## src/rtl/sel_sweep_pkg.sv

```systemverilog
// Shared types and helpers for the selector sweep controller.
// Contents: the FSM state enum, the default parameter values, tw() (truth
// table width for n inputs) and lowest_set_idx() (index of the first
// mismatching truth-table bit).
package sel_sweep_pkg;

  typedef enum logic [1:0] {
    IDLE   = 2'd0,
    SETTLE = 2'd1,
    SAMPLE = 2'd2,
    DONE   = 2'd3
  } state_t;

  localparam int N_IN_DEF          = 3;
  localparam int SETTLE_CYCLES_DEF = 2;
  // Widest truth table the mismatch search supports (N_IN up to 8).
  localparam int MAX_TW            = 256;

  function automatic int tw(input int n);
    return 32'sd1 << n;
  endfunction

  // Scan from the top down so that the last hit is the lowest set bit.
  // An all-zero vector yields 0.
  function automatic int lowest_set_idx(input logic [MAX_TW-1:0] v);
    int r;
    r = 0;
    for (int i = MAX_TW - 1; i >= 0; i--) begin
      r = v[i] ? i : r;
    end
    return r;
  endfunction

endpackage

```

## src/rtl/sel_sweep_ctrl_if.sv

```systemverilog
// Handshake and result bundle between the test/config master and the
// selector sweep controller.
//   master: drives start and expected; observes busy, done, pass,
//           table_o and first_fail.
//   slave : the controller side of the same signals.
interface sel_sweep_ctrl_if
  import sel_sweep_pkg::*;
#(
  parameter int N_IN = N_IN_DEF
) ();
  localparam int TW = tw(N_IN);

  logic            start;
  logic [TW-1:0]   expected;
  logic            busy;
  logic            done;
  logic            pass;
  logic [TW-1:0]   table_o;
  logic [N_IN-1:0] first_fail;

  modport master (
    output start, expected,
    input  busy, done, pass, table_o, first_fail
  );

  modport slave (
    input  start, expected,
    output busy, done, pass, table_o, first_fail
  );
endinterface

```

## src/rtl/sel_sweep_settle_timer.sv

```systemverilog
// Per-vector hold timer for the sweep controller.
// Ports:
//   clk, rst : clock and synchronous active-high reset
//   clr      : force the count back to 0 (wins over en)
//   en       : advance the count by one; it saturates at SETTLE_CYCLES-1
//   expired  : count has reached SETTLE_CYCLES-1 (last hold cycle)
module sel_sweep_settle_timer #(
  parameter int SETTLE_CYCLES = 2
) (
  input  logic clk,
  input  logic rst,
  input  logic clr,
  input  logic en,
  output logic expired
);
  localparam int CW = (SETTLE_CYCLES > 1) ? $clog2(SETTLE_CYCLES) : 1;

  logic [CW-1:0] cnt_r;

  assign expired = (cnt_r == CW'(SETTLE_CYCLES - 1));

  // Hold counter: cleared between vectors, advanced while a vector settles.
  always_ff @(posedge clk) begin
    if (rst) begin
      cnt_r <= {CW{1'b0}};
    end else if (clr) begin
      cnt_r <= {CW{1'b0}};
    end else if (en && !expired) begin
      cnt_r <= cnt_r + CW'(1);
    end else begin
      cnt_r <= cnt_r;
    end
  end
endmodule

```

## src/rtl/sel_sweep_ctrl.sv

```systemverilog
// Selector sweep controller: steps the 3-input evaluator through every
// input vector, holds each vector for SETTLE_CYCLES, samples L into a truth
// table, then compares that table against the expected table latched at
// start.
// Ports:
//   clk, rst : clock and synchronous active-high reset
//   bus      : start/expected in; busy/done/pass/table_o/first_fail out
//   abc_o    : vector to the evaluator; abc_o[N_IN-1] drives A, abc_o[0] drives C
//   l_i      : evaluator output L
// Optional build macro SEL_SWEEP_STOP_ON_FAIL_EN: when it is defined, the
// sweep aborts at the first vector whose L differs from the expected bit.
module sel_sweep_ctrl
  import sel_sweep_pkg::*;
#(
  parameter int N_IN          = N_IN_DEF,
  parameter int SETTLE_CYCLES = SETTLE_CYCLES_DEF
) (
  input  logic                  clk,
  input  logic                  rst,
  sel_sweep_ctrl_if.slave       bus,
  output logic [N_IN-1:0]       abc_o,
  input  logic                  l_i
);
  localparam int TW = tw(N_IN);

  generate
    if (SETTLE_CYCLES < 1) begin : g_bad_settle
      $error("sel_sweep_ctrl: SETTLE_CYCLES must be >= 1");
    end
    if ((N_IN < 1) || (N_IN > 8)) begin : g_bad_nin
      $error("sel_sweep_ctrl: N_IN must be in 1..8");
    end
  endgenerate

  state_t          state_r;
  logic [N_IN-1:0] idx_r;
  logic [N_IN-1:0] abc_r;
  logic [TW-1:0]   exp_r;
  logic [TW-1:0]   tbl_r;
  logic            busy_r;
  logic            done_r;
  logic            pass_r;
  logic [N_IN-1:0] ff_r;

  logic              expired_s;
  logic              tmr_clr_s;
  logic              tmr_en_s;
  logic [TW-1:0]     tbl_next_s;
  logic [MAX_TW-1:0] mism_ext_s;

  assign tmr_en_s  = (state_r == SETTLE);
  assign tmr_clr_s = (state_r != SETTLE);

  sel_sweep_settle_timer #(
    .SETTLE_CYCLES (SETTLE_CYCLES)
  ) u_timer (
    .clk     (clk),
    .rst     (rst),
    .clr     (tmr_clr_s),
    .en      (tmr_en_s),
    .expired (expired_s)
  );

  // Table as it will look once the current sample has been written, so the
  // verdict registered with done already includes the last vector.
  always_comb begin
    tbl_next_s        = tbl_r;
    tbl_next_s[idx_r] = l_i;
    mism_ext_s             = {MAX_TW{1'b0}};
    mism_ext_s[TW-1:0]     = tbl_next_s ^ exp_r;
  end

`ifdef SEL_SWEEP_STOP_ON_FAIL_EN
  logic mismatch_now_s;
  assign mismatch_now_s = (l_i != exp_r[idx_r]);
`endif

  // Sweep sequencer: single-process FSM with every output registered.
  always_ff @(posedge clk) begin
    if (rst) begin
      state_r <= IDLE;
      idx_r   <= {N_IN{1'b0}};
      abc_r   <= {N_IN{1'b0}};
      exp_r   <= {TW{1'b0}};
      tbl_r   <= {TW{1'b0}};
      busy_r  <= 1'b0;
      done_r  <= 1'b0;
      pass_r  <= 1'b0;
      ff_r    <= {N_IN{1'b0}};
    end else begin
      case (state_r)
        IDLE: begin
          done_r <= 1'b0;
          if (bus.start) begin
            exp_r   <= bus.expected;
            idx_r   <= {N_IN{1'b0}};
            abc_r   <= {N_IN{1'b0}};
            tbl_r   <= {TW{1'b0}};
            pass_r  <= 1'b0;
            ff_r    <= {N_IN{1'b0}};
            busy_r  <= 1'b1;
            state_r <= SETTLE;
          end else begin
            state_r <= IDLE;
          end
        end
        SETTLE: begin
          if (expired_s) begin
            state_r <= SAMPLE;
          end else begin
            state_r <= SETTLE;
          end
        end
        SAMPLE: begin
          tbl_r <= tbl_next_s;
`ifdef SEL_SWEEP_STOP_ON_FAIL_EN
          if (mismatch_now_s) begin
            busy_r  <= 1'b0;
            pass_r  <= 1'b0;
            ff_r    <= idx_r;
            done_r  <= 1'b1;
            state_r <= DONE;
          end else
`endif
          if (idx_r == N_IN'(TW - 1)) begin
            busy_r  <= 1'b0;
            pass_r  <= (tbl_next_s == exp_r);
            ff_r    <= N_IN'(lowest_set_idx(mism_ext_s));
            done_r  <= 1'b1;
            state_r <= DONE;
          end else begin
            idx_r   <= idx_r + N_IN'(1);
            abc_r   <= idx_r + N_IN'(1);
            state_r <= SETTLE;
          end
        end
        DONE: begin
          done_r  <= 1'b0;
          abc_r   <= {N_IN{1'b0}};
          state_r <= IDLE;
        end
        default: begin
          state_r <= IDLE;
        end
      endcase
    end
  end

  assign abc_o          = abc_r;
  assign bus.busy       = busy_r;
  assign bus.done       = done_r;
  assign bus.pass       = pass_r;
  assign bus.table_o    = tbl_r;
  assign bus.first_fail = ff_r;
endmodule

```

## src/flat_wrapper.sv

```systemverilog
// flat-port wrapper written by rule: the top's interface ports become plain ports
module sel_sweep_ctrl_flat import sel_sweep_pkg::*;
#(
  parameter int N_IN          = N_IN_DEF,
  parameter int SETTLE_CYCLES = SETTLE_CYCLES_DEF
)
  (clk, rst, abc_o, l_i, bus_start, bus_expected, bus_busy, bus_done, bus_pass, bus_table_o, bus_first_fail);
  sel_sweep_ctrl_if #(.N_IN(N_IN)) bus_i ();
  input  logic clk;
  input  logic rst;
  output logic [N_IN-1:0] abc_o;
  input  logic l_i;
  input wire logic [$bits(bus_i.start)-1:0] bus_start;
  input wire logic [$bits(bus_i.expected)-1:0] bus_expected;
  output wire logic [$bits(bus_i.busy)-1:0] bus_busy;
  output wire logic [$bits(bus_i.done)-1:0] bus_done;
  output wire logic [$bits(bus_i.pass)-1:0] bus_pass;
  output wire logic [$bits(bus_i.table_o)-1:0] bus_table_o;
  output wire logic [$bits(bus_i.first_fail)-1:0] bus_first_fail;
  assign bus_i.start = bus_start;
  assign bus_i.expected = bus_expected;
  assign bus_busy = bus_i.busy;
  assign bus_done = bus_i.done;
  assign bus_pass = bus_i.pass;
  assign bus_table_o = bus_i.table_o;
  assign bus_first_fail = bus_i.first_fail;
  sel_sweep_ctrl #(.N_IN(N_IN), .SETTLE_CYCLES(SETTLE_CYCLES)) u_core (.clk(clk), .rst(rst), .bus(bus_i), .abc_o(abc_o), .l_i(l_i));
endmodule
```

## config.mk

```make
export PLATFORM = sky130hd
export DESIGN_NAME = sel_sweep_ctrl_flat
export DESIGN_NICKNAME = d
export VERILOG_FILES = /design/src/rtl/sel_sweep_pkg.sv /design/src/rtl/sel_sweep_ctrl_if.sv /design/src/rtl/sel_sweep_settle_timer.sv /design/src/rtl/sel_sweep_ctrl.sv /design/src/flat_wrapper.sv
export SDC_FILE = /design/constraint.sdc
export NUM_CORES = 1
export LEC_CHECK = 0
export ABC_CLOCK_PERIOD_IN_PS = 3100
export CORE_ASPECT_RATIO = 0.7
export CORE_MARGIN = 2
export CORE_UTILIZATION = 45
export CTS_CLUSTER_SIZE = 8
export DETAILED_ROUTE_END_ITERATION = 12
export HOLD_SLACK_MARGIN = 0.02
export PLACE_DENSITY = 0.7
export SLEW_MARGIN = 20
export SYNTH_ARGS = -nofsm -noshare
export SYNTH_HDL_FRONTEND = slang
export SYNTH_SLANG_ARGS = --single-unit
```

## constraint.sdc

```tcl
create_clock -name clk -period 3.1 [get_ports clk]
set_clock_uncertainty 0.2 [all_clocks]
set_input_delay 0.93 -clock clk [delete_from_list [all_inputs] [get_ports clk]]
set_output_delay 0.93 -clock clk [all_outputs]
set_load 0.05 [all_outputs]
```

# == After elaboration in Yosys (flattened, before gate mapping) ==
# Cells that the tools add are included.
# classes
add_sub_neg,2
n_lt_le_gt_ge,2
eq_ne,9
mux,31
bitwise_logic,1
reduce_logical,15
# ops
op,count
3-bit 2-to-1 mux,11
8-bit case mux with 2 select lines,1
3-bit case mux with 2 select lines,2
3-bit case mux with 3 select lines,1
3-bit AND reduction,3
8-bit bitwise mux,1
8-bit equality test,1
8-bit 2-to-1 mux,1
2-bit case mux with 4 select lines,1
8-bit bitwise XOR,1
1-bit 2-to-1 mux,7
1-bit case mux with 2 select lines,3
2-bit AND reduction,3
2-bit equality test (second input constant),2
3-bit by 4-bit less-than comparator with 1-bit output (second input constant),1
2-bit 2-to-1 mux,2
2-bit by 1-bit != test with 1-bit output (second input constant),2
2-bit != test (second input constant),2
2-bit nonzero test,2
2-bit OR reduction,2
3-bit by 1-bit adder with 3-bit output (second input constant),1
1-bit demux with 3-bit select,1
3-bit equality test (second input constant),1
3-bit by 1-bit >= comparator with 1-bit output (second input constant),1
6 further kinds,7
# word_totals
regBits,31
input_bits,12
output_inout_bits,17

# == Depth between registers and ports, before layout ==
# logic_depth
ltp_word,16
ltp_mapped,8
depth_no_buf,8

# == Hierarchy ==
# Synthesis repeated with hierarchy kept, for this count alone.
# hier_totals
hier_cells,184
hier_area_um2,1590.3
# by_module_without_submodules
mod,n_inst,cells_per_inst,area_per_inst_um2,seq_area_each_um2
sel_sweep_ctrl,1,181,1556.5,600.6
sel_sweep_settle_timer,1,3,33.8,20.0

# == Least setup slack after synthesis ==
# No wires, ideal clock.
# synth_timing
path_type,input to register
start,in l_i
end,"reg u_core.ff_r[1], in the netlist u_core.bus.first_fail[1]"
setup_time_ns,0.117
t_arrival_ns,1.941
slack_ns,0.841
path_stages,6
cell_sequence,buf_2 -> mux2i_1 -> xor2_1 -> nor2b_1 -> o31ai_1 -> a32o_1
# synth_between
elab_chain_len,12
# synth_rtl
element,line,text
start: declaration,flat_wrapper.sv:12,input logic l_i;
8-bit bitwise mux *,sel_sweep_ctrl.sv:68,tbl_next_s[idx_r] = l_i;
8-bit bitwise XOR *,sel_sweep_ctrl.sv:70,mism_ext_s[TW-1:0] = tbl_next_s ^ exp_r;
3-bit 2-to-1 mux (7 in series),sel_sweep_pkg.sv:29,r = v[i] ? i : r;
3-bit 2-to-1 mux *,sel_sweep_pkg.sv:29,
3-bit 2-to-1 mux *,sel_sweep_ctrl.sv:125,if (idx_r == N_IN'(TW - 1)) begin
3-bit case mux with 2 select lines *,sel_sweep_ctrl.sv:91,case (state_r)
end signal: assignment,sel_sweep_ctrl.sv:89,ff_r <= {N_IN{1'b0}};
end signal: assignment,sel_sweep_ctrl.sv:100,ff_r <= {N_IN{1'b0}};
end signal: assignment,sel_sweep_ctrl.sv:128,ff_r <= N_IN'(lowest_set_idx(mism_ext_s));
end: declaration,sel_sweep_ctrl.sv:43,logic [N_IN-1:0] ff_r;
# Mark *: on every way between the ends. The rest lies on a longest branch, timed or not. The select of a mux whose other input is x is not followed.
# A chain may end at the register's enable or synchronous reset.

# == Worst setup path in the final report ==
# Same ends and word-level chain as after synthesis.

==> summary.txt <==
Power and ir drop
  – Maximum vdd drop: 255.3 µV
  – Pleak: 0.7392 nW
  – P per Cell Area: 427.7 nW/µm²

Critical path
  – Startpoint Class: input pin
  – R2R Path Start: u_core.state_r[0]
  – Critical Path AT: 2.69 ns
  – Worst path required time: roughly 3.1 ns
  – CP Class: input pin to flop
  – Worst reg2reg path depth: 7
  – CP endpoint kind: flop
  – CP max FO: 9
  – Worst flop-to-flop path endpoint: u_core.bus.first_fail[0]
  – R2R setup slack: 0.77 ns

CTS
  – CTS max path bufs: 2
  – Clk_lat worst skew: 0.28 ns
  – Clock sink count: 31
  – TritonCTS Buffers: 5
  – Root buffer cell: clkbuf_8
  – Clock transition at path regs: 0.07 ns
  – Setup Fix Bufs, Post-CTS: 0
  – H-tree depth: 2
  – Hold buffer count at CTS: 0
  – Post-CTS Resized: 0
  – CTS tree: built

Drt
  – Average routed wire per standard cell: 14.05 µm
  – DRC Markers: 0
  – DRT antenna net count: 0
  – Via count: 1393
  – Routed WL: 3624 µm
  – Via density: 5.399
  – Detailed Routing Iterations Pass 1: 4
  – 1st-iter DRT viols: approximately 120

STA
  – Worst slew margin: 56.40%
  – Worst-Margin Slew: 0.6497 ns
  – Fin Setup TNS: 0 ns
  – Max Slew Vio Count: 0
  – Unrepaired setup endpoints after global routing: no
  – Min Tclk post-route: 2.725 ns
  – Fmax: 367.0 MHz
  – Hold WS: 0.2543 ns
  – Setup slack after layout: 0.3751 ns
  – Final hold violations: 0
  – Fin crit share: 87.90%
  – # setup viols final: 0

Synthesis
  – Synthesized Nets: 199
  – Post-synth ARST share: 0%
  – Post-synthesis sequential area ratio: between 30% and 40%
  – Number of flops mapped to enable cells by yosys: 0
  – Post-Syn Instances: 181
  – Cell variety after synth: 33
  – Mapped Area: approximately 1600 µm²
  – #FFs+latches synth: 31
  – Post-synthesis area per instance: approximately 8.6 µm²
  – Synth Flop Type: dfxtp_1
  – Ys Warns: 0

Min path
  – Worst Hold End: u_core.abc_o[2]
  – Hold path start: u_core.abc_o[2]
  – Hold Path Stages: 2
  – Worst Hold Class: flop to flop

GRT
  – Initial antenna violation count: 0
  – Tot GR Track Use: between 20% and 30%
  – First-pass GRT wire length: just under 6000 µm
  – Pin count of the biggest net entering global routing: 28
  – Number of global-route vias before repair: 1336
  – Total gr overflow: 0

Floorplan
  – Die Area: 3947 µm²
  – Io pins: 29
  – Die X: roughly 74 µm
  – Rows: 17
  – Core ar.: roughly 3200 µm²
  – Die H: 53.17 µm
  – Initial core utilization: 48.07%

Final layout
  – Proportion of layout cells with a drive suffix above 1: 7.583%
  – N_diodes: 0
  – Non-Filler Instances: 258
  – Area grow syn2layout: 26.41%
  – Post-route cell area: 1964 µm²
  – # fillers: 285
  – Nets: 229

Placed design
  – DP HPWL: 2618 µm
  – DP Worst Slack: 0.1409 ns
  – Dpl cells: around 250
  – Post-place instance area: 1877 µm²
  – GPL Wtd Cong: 0.9218
  – Port bufs: 28

Run status
  – Status: complete, no violations

Run
  – Max cap viols: 0
[per-layer routing]
metal  up-vias  global-route usage [%]  part of all wire [%]
met5         -                       0                     0
met4         0                   6.548                   1.3
met3         7                   4.762                   5.1
met2        53                   30.65                    42
met1       641                   28.07                    51
li1        692                       -                     -
[where the power goes]
| group | total (mW) | internal [mW] | switching [mW] |
|---|---|---|---|
| registers | 0.418 | 0.409 | 0.00858 |
| clock network | 0.317 | 0.174 | 0.144 |
| logic | 0.105 | 0.0443 | 0.0607 |
| total | 0.840 | 0.627 | 0.213 |
[metrics by stage]
stage | power, mW | util [%]
after floorplan | 0.4940 | -
after global placement | 0.5267 | 58.05
after detailed placement | 0.5295 | 58.05
after CTS | 0.8422 | 60.76
after global routing | 0.8733 | 60.76
final | 0.8402 | 60.76
[layout by cell type, fill, tap and decap left out, types with 2 or more instances in the layout]
cell / netlist / routed
a211oi_1: 2 / 2
a21oi_1: 17 / 17
a22oi_1: 11 / 11
a32o_1: 2 / 2
and3_1: 3 / 3
and3b_1: 2 / 2
buf_4: 1 / 2
clkbuf_8: 0 / 6
clkdlybuf4s50_1: 0 / 28
dfxtp_1: 31 / 31
ha_1: 6 / 6
inv_1: 4 / 4
mux2i_1: 8 / 8
nand2_1: 26 / 26
nand2b_1: 4 / 4
nand3_1: 2 / 2
nor2_1: 22 / 22
nor2b_1: 2 / 2
nor3_1: 3 / 3
nor3b_2: 3 / 3
o21ai_0: 7 / 7
o31ai_1: 2 / 2
xnor2_1: 6 / 6
xor2_1: 2 / 2
[flip-flops by register name, indices dropped and copies added (netlist names)]
register                flops
u_core.bus.first_fail       3
u_core.bus.busy             1
u_core.u_timer.expired      1
u_core.idx_r                3
u_core.bus.done             1
u_core.bus.pass             1
u_core.abc_o                3
u_core.exp_r                8
u_core.bus.table_o          8
u_core.state_r              2
[worst max path at each step]
stage | startpoint | to | slack (ns) | cells past startpoint
after CTS | l_i | u_core.bus.first_fail[1] | 0.43 | 6
after global placement | l_i | u_core.bus.first_fail[1] | 0.26 | 6
after global routing | l_i | u_core.bus.first_fail[1] | 0.36 | 6
final | l_i | u_core.bus.first_fail[1] | 0.38 | 6
after detailed placement | l_i | u_core.bus.first_fail[1] | 0.14 | 6
after floorplan | l_i | u_core.bus.first_fail[1] | 0.84 | 6
[critical path: stages]
cell and delay [ns]:
clkdlybuf4s50_1 0.61, mux2i_1 0.29, xor2_1 0.20, nor2b_1 0.27, o31ai_1 0.12, a32o_1 0.27
[final cells by class]
cell class                      count  area (µm²)  area share [%]
Multi-Input combinational cell    139       887.1           45.16
Sequential cell                    31       620.6           31.59
Timing Repair Buffer               30       295.3           15.03
Clock buffer                        6       82.58           4.204
Tap cell                           47       58.81           2.994
Inverter                            4       15.01          0.7643
Clock inverter                      1       5.005          0.2548
[synthesized netlist by cell type, drive strengths merged (4+ instances only)]
cell | count | area (µm²)
dfxtp | 31 | 620.6
nand2 | 26 | 97.59
nor2 | 22 | 82.58
a21oi | 17 | 85.08
a22oi | 11 | 82.58
mux2i | 9 | 102.6
o21ai | 8 | 40.03
xnor2 | 7 | 68.82
ha | 6 | 75.07
clkbuf | 5 | 18.77
inv | 4 | 15.01
nand2b | 4 | 25.02
[logic make-up after synthesis]
family	synth area share, %
buffers and inverters	2.979
AO/OA/AOI/OAI	17.71
multiplexers	6.602
XOR/XNOR	5.556
flip-flops	39.94
adder cells (fa/ha/maj)	4.831
AND/OR/NAND/NOR	22.38
No activity file was read; power rests on OpenSTA's default activity.
